--- src/rtl/vis_framer_if.sv ---
// Single-lane 8-bit AXI-Stream bundle with tkeep, used on both sides of the framer.
// The master drives payload/valid, the slave returns tready.
interface vis_framer_if;
  logic       tvalid;
  logic       tready;
  logic       tkeep;
  logic       tlast;
  logic [7:0] tdata;

  modport master (
    output tvalid,
    output tkeep,
    output tlast,
    output tdata,
    input  tready
  );

  modport slave (
    input  tvalid,
    input  tkeep,
    input  tlast,
    input  tdata,
    output tready
  );
endinterface

--- src/rtl/vis_framer.sv ---
// Host-link packetiser: sync, sequence, payload, byte count, flags and XOR checksum
// around each tlast-delimited correlator frame, with truncation at MAX_BYTES.
module vis_framer #(
  parameter logic [7:0]  SYNC0     = 8'h5A,
  parameter logic [7:0]  SYNC1     = 8'hA5,
  parameter int unsigned MAX_BYTES = 4096
) (
  input  logic         bus_clock,
  input  logic         areset_n,
  vis_framer_if.slave  s_axis,
  vis_framer_if.master m_axis,
  output logic [15:0]  seq_o,
  output logic         trunc_o
);

  typedef enum logic [3:0] {
    ST_IDLE,
    ST_SYNC0,
    ST_SYNC1,
    ST_SEQLO,
    ST_SEQHI,
    ST_BODY,
    ST_CNTLO,
    ST_CNTHI,
    ST_FLAGS,
    ST_CSUM,
    ST_DROP
  } state_t;

  localparam logic [15:0] MAX_CNT = 16'(MAX_BYTES);

  state_t      state_q, state_d;
  logic        m_valid_q, m_valid_d;
  logic        m_last_q, m_last_d;
  logic [7:0]  m_data_q, m_data_d;
  logic [15:0] seq_q, seq_d;
  logic [15:0] count_q, count_d;
  logic [7:0]  csum_q, csum_d;
  logic        trunc_q, trunc_d;
  logic        trunc_pulse_q, trunc_pulse_d;

  logic        load;
  logic        s_ready;
  logic        s_acc;
  logic        emit;
  logic        emit_last;
  logic [7:0]  emit_byte;
  logic [15:0] count_inc;

  // The output register may take a new byte when empty or when its byte is leaving.
  assign load      = !m_valid_q || m_axis.tready;
  assign s_ready   = (state_q == ST_BODY) ? load : (state_q == ST_DROP);
  assign s_acc     = s_axis.tvalid && s_ready;
  assign count_inc = count_q + 16'd1;

  always_comb begin
    state_d       = state_q;
    m_valid_d     = m_valid_q;
    m_last_d      = m_last_q;
    m_data_d      = m_data_q;
    seq_d         = seq_q;
    count_d       = count_q;
    csum_d        = csum_q;
    trunc_d       = trunc_q;
    trunc_pulse_d = 1'b0;
    emit          = 1'b0;
    emit_last     = 1'b0;
    emit_byte     = 8'h00;

    // A consumed output byte with nothing new behind it empties the register.
    if (load) begin
      m_valid_d = 1'b0;
      m_last_d  = 1'b0;
    end

    case (state_q)
      ST_IDLE: begin
        if (s_axis.tvalid) state_d = ST_SYNC0;
      end
      ST_SYNC0: begin
        if (load) begin
          emit      = 1'b1;
          emit_byte = SYNC0;
          state_d   = ST_SYNC1;
        end
      end
      ST_SYNC1: begin
        if (load) begin
          emit      = 1'b1;
          emit_byte = SYNC1;
          state_d   = ST_SEQLO;
        end
      end
      ST_SEQLO: begin
        if (load) begin
          emit      = 1'b1;
          emit_byte = seq_q[7:0];
          state_d   = ST_SEQHI;
        end
      end
      ST_SEQHI: begin
        if (load) begin
          emit      = 1'b1;
          emit_byte = seq_q[15:8];
          state_d   = ST_BODY;
        end
      end
      ST_BODY: begin
        if (s_acc) begin
          if (s_axis.tkeep) begin
            emit      = 1'b1;
            emit_byte = s_axis.tdata;
            count_d   = count_inc;
          end
          if (s_axis.tlast) begin
            state_d = ST_CNTLO;
          end else if (s_axis.tkeep && (count_inc == MAX_CNT)) begin
            // Frame hit the length bound before its tlast: close it and shed the rest.
            state_d       = ST_CNTLO;
            trunc_d       = 1'b1;
            trunc_pulse_d = 1'b1;
          end
        end
      end
      ST_CNTLO: begin
        if (load) begin
          emit      = 1'b1;
          emit_byte = count_q[7:0];
          state_d   = ST_CNTHI;
        end
      end
      ST_CNTHI: begin
        if (load) begin
          emit      = 1'b1;
          emit_byte = count_q[15:8];
          state_d   = ST_FLAGS;
        end
      end
      ST_FLAGS: begin
        if (load) begin
          emit      = 1'b1;
          emit_byte = {7'b0, trunc_q};
          state_d   = ST_CSUM;
        end
      end
      ST_CSUM: begin
        // The checksum byte is the only one carrying tlast, so valid&last marks it loaded.
        if (m_valid_q && m_last_q) begin
          if (m_axis.tready) begin
            seq_d   = seq_q + 16'd1;
            count_d = 16'd0;
            csum_d  = 8'h00;
            trunc_d = 1'b0;
            state_d = trunc_q ? ST_DROP : ST_IDLE;
          end
        end else if (load) begin
          emit      = 1'b1;
          emit_last = 1'b1;
          emit_byte = csum_q;
        end
      end
      ST_DROP: begin
        if (s_acc && s_axis.tlast) state_d = ST_IDLE;
      end
      default: begin
        state_d = ST_IDLE;
      end
    endcase

    if (emit) begin
      m_valid_d = 1'b1;
      m_last_d  = emit_last;
      m_data_d  = emit_byte;
      if (!emit_last) csum_d = csum_q ^ emit_byte;
    end
  end

  always_ff @(posedge bus_clock or negedge areset_n) begin
    if (!areset_n) begin
      state_q       <= ST_IDLE;
      m_valid_q     <= 1'b0;
      m_last_q      <= 1'b0;
      m_data_q      <= 8'h00;
      seq_q         <= 16'd0;
      count_q       <= 16'd0;
      csum_q        <= 8'h00;
      trunc_q       <= 1'b0;
      trunc_pulse_q <= 1'b0;
    end else begin
      state_q       <= state_d;
      m_valid_q     <= m_valid_d;
      m_last_q      <= m_last_d;
      m_data_q      <= m_data_d;
      seq_q         <= seq_d;
      count_q       <= count_d;
      csum_q        <= csum_d;
      trunc_q       <= trunc_d;
      trunc_pulse_q <= trunc_pulse_d;
    end
  end

  assign s_axis.tready = s_ready;
  assign m_axis.tvalid = m_valid_q;
  assign m_axis.tkeep  = m_valid_q;
  assign m_axis.tlast  = m_last_q;
  assign m_axis.tdata  = m_data_q;
  assign seq_o         = seq_q;
  assign trunc_o       = trunc_pulse_q;

endmodule

--- src/flat_wrapper.sv ---
// flat-port wrapper written by rule: the top's interface ports become plain ports
module vis_framer_flat 
#(
  parameter logic [7:0]  SYNC0     = 8'h5A,
  parameter logic [7:0]  SYNC1     = 8'hA5,
  parameter int unsigned MAX_BYTES = 4096
)
  (bus_clock, areset_n, seq_o, trunc_o, s_axis_tvalid, s_axis_tkeep, s_axis_tlast, s_axis_tdata, s_axis_tready, m_axis_tvalid, m_axis_tkeep, m_axis_tlast, m_axis_tdata, m_axis_tready);
  vis_framer_if s_axis_i ();
  vis_framer_if m_axis_i ();
  input  logic bus_clock;
  input  logic areset_n;
  output logic [15:0] seq_o;
  output logic trunc_o;
  input wire logic [$bits(s_axis_i.tvalid)-1:0] s_axis_tvalid;
  input wire logic [$bits(s_axis_i.tkeep)-1:0] s_axis_tkeep;
  input wire logic [$bits(s_axis_i.tlast)-1:0] s_axis_tlast;
  input wire logic [$bits(s_axis_i.tdata)-1:0] s_axis_tdata;
  output wire logic [$bits(s_axis_i.tready)-1:0] s_axis_tready;
  output wire logic [$bits(m_axis_i.tvalid)-1:0] m_axis_tvalid;
  output wire logic [$bits(m_axis_i.tkeep)-1:0] m_axis_tkeep;
  output wire logic [$bits(m_axis_i.tlast)-1:0] m_axis_tlast;
  output wire logic [$bits(m_axis_i.tdata)-1:0] m_axis_tdata;
  input wire logic [$bits(m_axis_i.tready)-1:0] m_axis_tready;
  assign s_axis_i.tvalid = s_axis_tvalid;
  assign s_axis_i.tkeep = s_axis_tkeep;
  assign s_axis_i.tlast = s_axis_tlast;
  assign s_axis_i.tdata = s_axis_tdata;
  assign s_axis_tready = s_axis_i.tready;
  assign m_axis_tvalid = m_axis_i.tvalid;
  assign m_axis_tkeep = m_axis_i.tkeep;
  assign m_axis_tlast = m_axis_i.tlast;
  assign m_axis_tdata = m_axis_i.tdata;
  assign m_axis_i.tready = m_axis_tready;
  vis_framer #(.SYNC0(SYNC0), .SYNC1(SYNC1), .MAX_BYTES(MAX_BYTES)) u_core (.bus_clock(bus_clock), .areset_n(areset_n), .s_axis(s_axis_i), .m_axis(m_axis_i), .seq_o(seq_o), .trunc_o(trunc_o));
endmodule
--- config.mk ---
export PLATFORM = sky130hd
export DESIGN_NAME = vis_framer_flat
export DESIGN_NICKNAME = d
export VERILOG_FILES = /design/src/rtl/vis_framer_if.sv /design/src/rtl/vis_framer.sv /design/src/flat_wrapper.sv
export SDC_FILE = /design/constraint.sdc
export NUM_CORES = 1
export LEC_CHECK = 0
export ABC_AREA = 0
export BUFFER_PORTS_ARGS = -buffer_cell sky130_fd_sc_hd__buf_2
export CAP_MARGIN = 20
export CORE_MARGIN = 1.5
export CORE_UTILIZATION = 40
export DETAILED_ROUTE_END_ITERATION = 12
export PLACE_DENSITY = 0.68
export SYNTH_ARGS = -nofsm -noshare
export SYNTH_HDL_FRONTEND = slang
export SYNTH_SLANG_ARGS = --single-unit
--- constraint.sdc ---
create_clock -name bus_clock -period 3.2 [get_ports bus_clock]
set_input_delay 0.48 -clock bus_clock [delete_from_list [all_inputs] [get_ports bus_clock]]
set_output_delay 0.48 -clock bus_clock [all_outputs]
set_load 0.005 [all_outputs]
==> results of run 1 <==
[worst register-to-register path, stage by stage (launching register included)]
cell,delay (ps)
dfrtp_1,540
buf_4,270
nor2b_1,480
nand2_1,190
o22ai_1,250
o21ai_1,130
a31oi_1,220
mux2i_1,200
[layout make-up]
type	instances	area (um2)	share of cell area, %
Clock inverter	3	23.8	0.613
Timing Repair Buffer	52	285	7.35
Tap cell	108	135	3.48
Inverter	3	11.3	0.290
Clock buffer	5	68.8	1.77
Sequential cell	56	1400	36.1
Multi-Input combinational cell	300	1960	50.4
[cells by family after synthesis]
| logic type | Yosys count | synth area share (%) |
|---|---|---|
| muxes | 20 | 5.80 |
| AOI/OAI and AO/OA | 104 | 20.1 |
| buffers and inverters | 27 | 4.52 |
| adders and majority gates | 2 | 0.712 |
| xor gates and xnor gates | 20 | 4.98 |
| DFF | 56 | 39.9 |
| and+or+nand+nor | 154 | 24.1 |
[how the worst max path moves through the flow]
stage	start	endpoint	slack [ps]	cells after the start
after floorplan	u_core.count_q[0]	u_core.state_q[0]	1380	7
after global placement	m_axis_tready	u_core.csum_q[5]	710	7
after detailed placement	m_axis_tready	u_core.csum_q[7]	560	7
after CTS	u_core.state_q[0]	u_core.csum_q[2]	570	6
after global routing	u_core.state_q[2]	u_core.csum_q[2]	710	7
final	u_core.state_q[2]	u_core.csum_q[5]	860	7
[through the flow]
stage	area, um2	total power (uW)	setup WS (ps)	std cells	hold WS [ps]
2_1_floorplan	3520	1850	1380	383	184
3_3_place_gp	3780	2070	709	518	437
3_5_place_dp	3780	2100	563	518	438
4_1_cts	3870	2500	568	526	90.5
5_1_grt	3880	2680	708	527	104
6_report	3880	2510	859	527	70.2
[metal layers]
layer	routed length, um	up-vias
met5	0	-
met4	133	0
met3	489	11
met2	3990	100
met1	4200	1551
li1	-	1493
[state kept, by name (all words and copies together), names as in the netlist]
signal               count
u_core.state_q           4
u_core.trunc_q           1
u_core.seq_o            16
u_core.m_axis.tdata      8
u_core.count_q          16
u_core.csum_q            8
u_core.trunc_o           1
u_core.m_axis.tlast      1
u_core.m_axis.tkeep      1
[layout by cell type (no fill, tap or decap), types with 9 or more instances in the layout]
cell / n
o31ai_1: 9
buf_4: 10
buf_2: 42
a21oi_1: 13
nand4_1: 17
nand3_1: 19
dfrtp_1: 56
mux2i_1: 17
nand2_1: 47
and3_1: 11
o21ai_0: 27
o21ai_1: 12
xnor2_1: 16
nor2_1: 18
[report_power, final]
group	internal [uW]	switching (uW)
combinational	480	626
clock	156	249
sequential	850	152
==> metrics.cfg, run 1 <==
[setup_path]
slowest_delay_ps=540
crit_path_end_kind=flip-flop
worstSetupStartpointType=flip-flop
cp.arrival_ps=2590
path_class=reg2reg
worstPathBufferInverterCount=1
path_cells=buf_4 -> nor2b_1 -> nand2_1 -> o22ai_1 -> o21ai_1 -> a31oi_1 -> mux2i_1
critPathSlowestCell=dfrtp_1
ff2ff_path_depth=7
ff2ff_setup_slack_ps=860
required_ps=3450
r2r_start=u_core.state_q[2]
reg2reg_to=u_core.csum_q[5]
path_max_fanout=16
crit_family=simple AND/OR/NAND/NOR gates

[timing]
worst_pin_slew_ps=531
rsz0062_at_grt=no
slew_violations=0
setup_violations=0
fmax_ghz=0.427
clock_skew_ps=13.8
final.setup.tns_ps=0
finalHoldViolCount=0
final.min_clock_period_ps=2340
finalCritPeriodShare_pct=73.2
slew-limit-headroom_pct=64.5

[grt]
grt_pass1_vias=2906
grt-ovfl-total=0
grt_use_met2_pct=28.5
grt_use_met1_pct=27.2
busiest_layer=met2
grt_usage_pct=18.5
grt_pass1_wl_mm=14.3
grt_max_degree=40
antenna_found_initial=0
use_met3_pct=2.89

[cts]
clockRootBuffer=clkbuf_8
cts_tree=yes
numCtsBuffers=5
ctsResizeCount=0
cts_sinks=56
clock_path_buffers=2
cts_max_level=2
cts.clk_slew.worst_paths_ps=110
hold_buffers=0
postCtsSetupBuffers=0
clk-insertion-delay-late_ps=320

[placement]
gp_congestion=0.890
port_buffers=42
hpwl_mm=6.33

[layout]
diodes=0
nets=434
syn_to_final_growth_pct=10.4
nFillCells=846
fin_util_pct=44.9
layout-drive-gt1-share_pct=18.6

[floorplanning]
start_util_pct=40.7
die_y_um=96.8
die_w_um=96.8
die-area_mm2=0.00936
io-pin-count=43
placementRows=34
core_mm2=0.00864

[status]
status=completed

[synth]
syn_nets=399
syn_avg_cell_area_um2=9.18
synthTopCellsByCount=dfrtp_1, nand2_1, o21ai_0
syn_area_mm2=0.00352
yosysUniqueCellTypes=61
synth_top_area_share_pct=39.9
synth_edf_count=0
yosysMostFrequentCell=dfrtp_1
synth_cells=383
async_flop_share_pct=100
synthTopCellsByArea=dfrtp_1, nand2_1, mux2i_1
yosysWarnings=0
synth_seq_cells=56
yosysSeqAreaShare_pct=39.9
synth.largest_area_cell=dfrtp_1
synth-main-ff-cell=dfrtp_1

[flow_run]
maxCapViolations=0

[routing]
drt_iter0_drc=182
finalWirelength_mm=8.81
drc=0
firstDrtPassIters=4
ant_nets=0
routedWlPerCell_um=16.7
via_count=3155
drt-vias-per-instance=5.99

[power]
peakVddDrop_mv=0.298
p_leak_uw=0.00174
powerDensity_mw_per_mm2=647

[min_path]
min-delay-path-class=in2async

(Power assumes the default switching activity.)
==> inputs of run 2 (changes only) <==
- ABC_AREA: 0 -> 1
- PLACE_DENSITY: 0.68 -> 0.69
- clock period: 3.2 -> 2.2 ns (I/O delays scaled with it)
==> run 2 against run 1 <==
Compared with the run above: sequential share of layout area down 0.50 points; flip-flop and latch count unchanged; die area down 1.7%; the run now ends with hold timing left; via count up 2.6%; critical path depth down 1; worst setup slack worse by 650 ps; clock skew up 3.3 ps; global-route usage up 2.3 points; synthesized area down 1.8%; largest power group unchanged; critical path type unchanged; largest cell class unchanged; first-iteration DRC count up 31%; combinational power up 100%.
==> metrics.cfg, run 2 <==
[status]
status=finished with violations
violations=hold timing

[setup_path]
worstSetupStartpointType=flip-flop
crit_path_end_kind=flip-flop
path_class=reg2reg
required_ps=2380  ; -1070 ps
path_cells=nor2_2 -> nand2_2 -> o21ai_4 -> nand4_4 -> a21oi_4 -> o21ai_0
critPathSlowestCell=dfrtp_1
cp.arrival_ps=2170  ; -420 ps
slowest_delay_ps=470  ; -70 ps
path_max_fanout=16  ; unchanged

[synth]
syn_nets=479  ; +20%
yosysMostFrequentCell=nand2_1
synth_seq_cells=56  ; unchanged
synth_edf_count=0  ; unchanged
synth.largest_area_cell=dfrtp_1
syn_avg_cell_area_um2=7.46  ; -19%
yosysSeqAreaShare_pct=40.6  ; +0.72 points
syn_area_mm2=0.00345  ; -1.8%
yosysWarnings=0  ; unchanged
synth-main-ff-cell=dfrtp_1
synth_cells=463  ; +21%
synthTopCellsByArea=dfrtp_1, nand2_1, inv_1
async_flop_share_pct=100  ; unchanged
yosysUniqueCellTypes=43  ; -30%
synth_top_area_share_pct=40.6  ; +0.72 points
synthTopCellsByCount=nand2_1, dfrtp_1, inv_1

[routing]
drc=0  ; unchanged
routedWlPerCell_um=14.3  ; -15%
via_count=3238  ; +2.6%
ant_nets=0  ; unchanged
finalWirelength_mm=8.83  ; +0.23%
firstDrtPassIters=5  ; +1
drt-vias-per-instance=5.23  ; -13%
drt_iter0_drc=238  ; +31%

[timing]
finalHoldViolCount=13  ; +13
clock_skew_ps=17.1  ; +3.32 ps
finalCritPeriodShare_pct=90.6  ; +17 points
slew_violations=0  ; unchanged
slew-limit-headroom_pct=70.3  ; +5.8 points
fmax_ghz=0.502  ; +17%
fin_hold_ws_ps=-7.85  ; -78.0 ps
worst_pin_slew_ps=444  ; -87.1 ps
final.min_clock_period_ps=1990  ; -348 ps
final.setup.tns_ps=0  ; unchanged
setup_violations=0  ; unchanged

[cts]
clk-insertion-delay-late_ps=320  ; about the same
cts.clk_slew.worst_paths_ps=110  ; about the same
cts_sinks=56  ; unchanged
hold_buffers=0  ; unchanged
clockRootBuffer=clkbuf_8
cts_tree=yes
cts_max_level=2  ; unchanged
numCtsBuffers=5  ; unchanged
clock_path_buffers=2  ; unchanged

[power]
peakVddDrop_mv=0.590  ; +98%
p_leak_uw=0.00207  ; +19%
powerDensity_mw_per_mm2=1150  ; +78%

[floorplanning]
die_w_um=95.9  ; -0.87%
io-pin-count=43  ; unchanged
placementRows=33  ; -2.9%
die_y_um=95.9  ; -0.87%
start_util_pct=41.6  ; +0.90 points
core_mm2=0.00830  ; -3.9%
die-area_mm2=0.00920  ; -1.7%

[grt]
grt_max_degree=57  ; +43%
grt-ovfl-total=0  ; unchanged
grt_pass1_vias=3150  ; +8.4%
grt_usage_pct=20.8  ; +2.3 points
antenna_found_initial=0  ; unchanged
grt_pass1_wl_mm=14.9  ; +4.1%

[layout]
final_cell_area_mm2=0.00395  ; +1.7%
syn_to_final_growth_pct=14.3
mostFrequentLayoutCell=nand2_1
layout_common_cells=nand2_1, dfrtp_1, inv_1, buf_2, nand3_1
nets=529  ; +22%
diodes=0  ; unchanged
nFillCells=824  ; -2.6%
layout-drive-gt1-share_pct=19.8  ; +1.2 points
layoutNonFillerInstCount=619  ; +17%

[placement]
placed_cell_area_mm2=0.00380  ; +0.60%
port_buffers=42  ; unchanged
hpwl_mm=6.72  ; +6.2%
post-place-cells=610  ; +18%
gp_congestion=0.917  ; +3.1%

[min_path]
min-delay-path-class=in2async

[flow_run]
maxCapViolations=0  ; unchanged

-- run 2: cell count changes in the layout (fill, tap and decap cells not counted), sizes merged, moves of 10 or more --
cell and delta:
nand2 +114, inv +54, nor2 +23, nand3 +19
mux2i -17, o21ai -17, nand4 -15, xnor2 -13
xor2 +11, and3 -10
-- run 2: cell families (layout without fill, tap and decap cells) --
logic type | after synthesis | count (layout) | share of synthesized area, %
xor gates and xnor gates | 18 | 18 | 4.57
DFF | 56 | 56 | 40.6
buffers and inverters | 66 | 117 | 8.48
adders and majority gates | 2 | 2 | 0.725
and+or+nand+nor | 257 | 257 | 33.0
AOI/OAI and AO/OA | 64 | 64 | 12.6
-- run 2: path summary, 6_finish.rpt --
kind / from / depth (start not counted) / slack [ps] / endpoint
setup / recovery: u_core.state_q[1] / 6 / 210 / u_core.count_q[12]
hold / removal: areset_n / 2 / -8 / u_core.m_axis.tdata[1]
setup reg to reg: u_core.state_q[1] / 6 / 210 / u_core.count_q[12]
hold reg to reg: u_core.seq_o[14] / 1 / 510 / u_core.seq_o[14]
max in group asynchronous: areset_n / 2 / 1930 / u_core.count_q[3]
min in group bus_clock: m_axis_tready / 4 / 350 / u_core.m_axis.tlast
-- run 2: timing repair --
item	in CTS	in global routing
buffers inserted	0	1
resized for setup	0	9
endpoints found under the setup margin	0	18
-- run 2: metal layers --
layer	global-route usage, %	share of wire (%)	up-vias
met5	0	0	-
met4	6.50	1.2	0
met3	2.37	5.6	10
met2	33.5	47	113
met1	29.3	47	1522
li1	-	-	1593
-- run 2: power by group --
group | leakage [uW] | total (uW) | internal, uW | switching (uW)
sequential | 0.000673 | 1700 | 1360 | 342
clock | 0.0000522 | 628 | 265 | 363
combinational | 0.00135 | 2220 | 889 | 1330
-- run 2: final cells by class --
class	instances	area [um2]	area share, %
clock buffer	6	82.6	2.09
clock inverter	2	17.5	0.444
inverter	55	206	5.23
multi-input combinational	341	1780	45.1
sequential	56	1410	35.6
tap	105	131	3.33
timing repair buffer	54	325	8.24
-- run 2: critical path, delay by kind of cell (launching register included) --
family | cells | cell delay [ps]
compound gates | 3 | 790
flops | 1 | 470
simple gates | 3 | 590
-- run 2: through the flow --
stage	utilization, %	power (uW)	worst slack (ps)
global route	47.6	4940	-5.10
global placement	45.8	3730	169
detailed placement	45.8	3800	87.0
floorplan	-	3210	422
finish	47.6	4540	207
CTS	47.0	4440	98.5
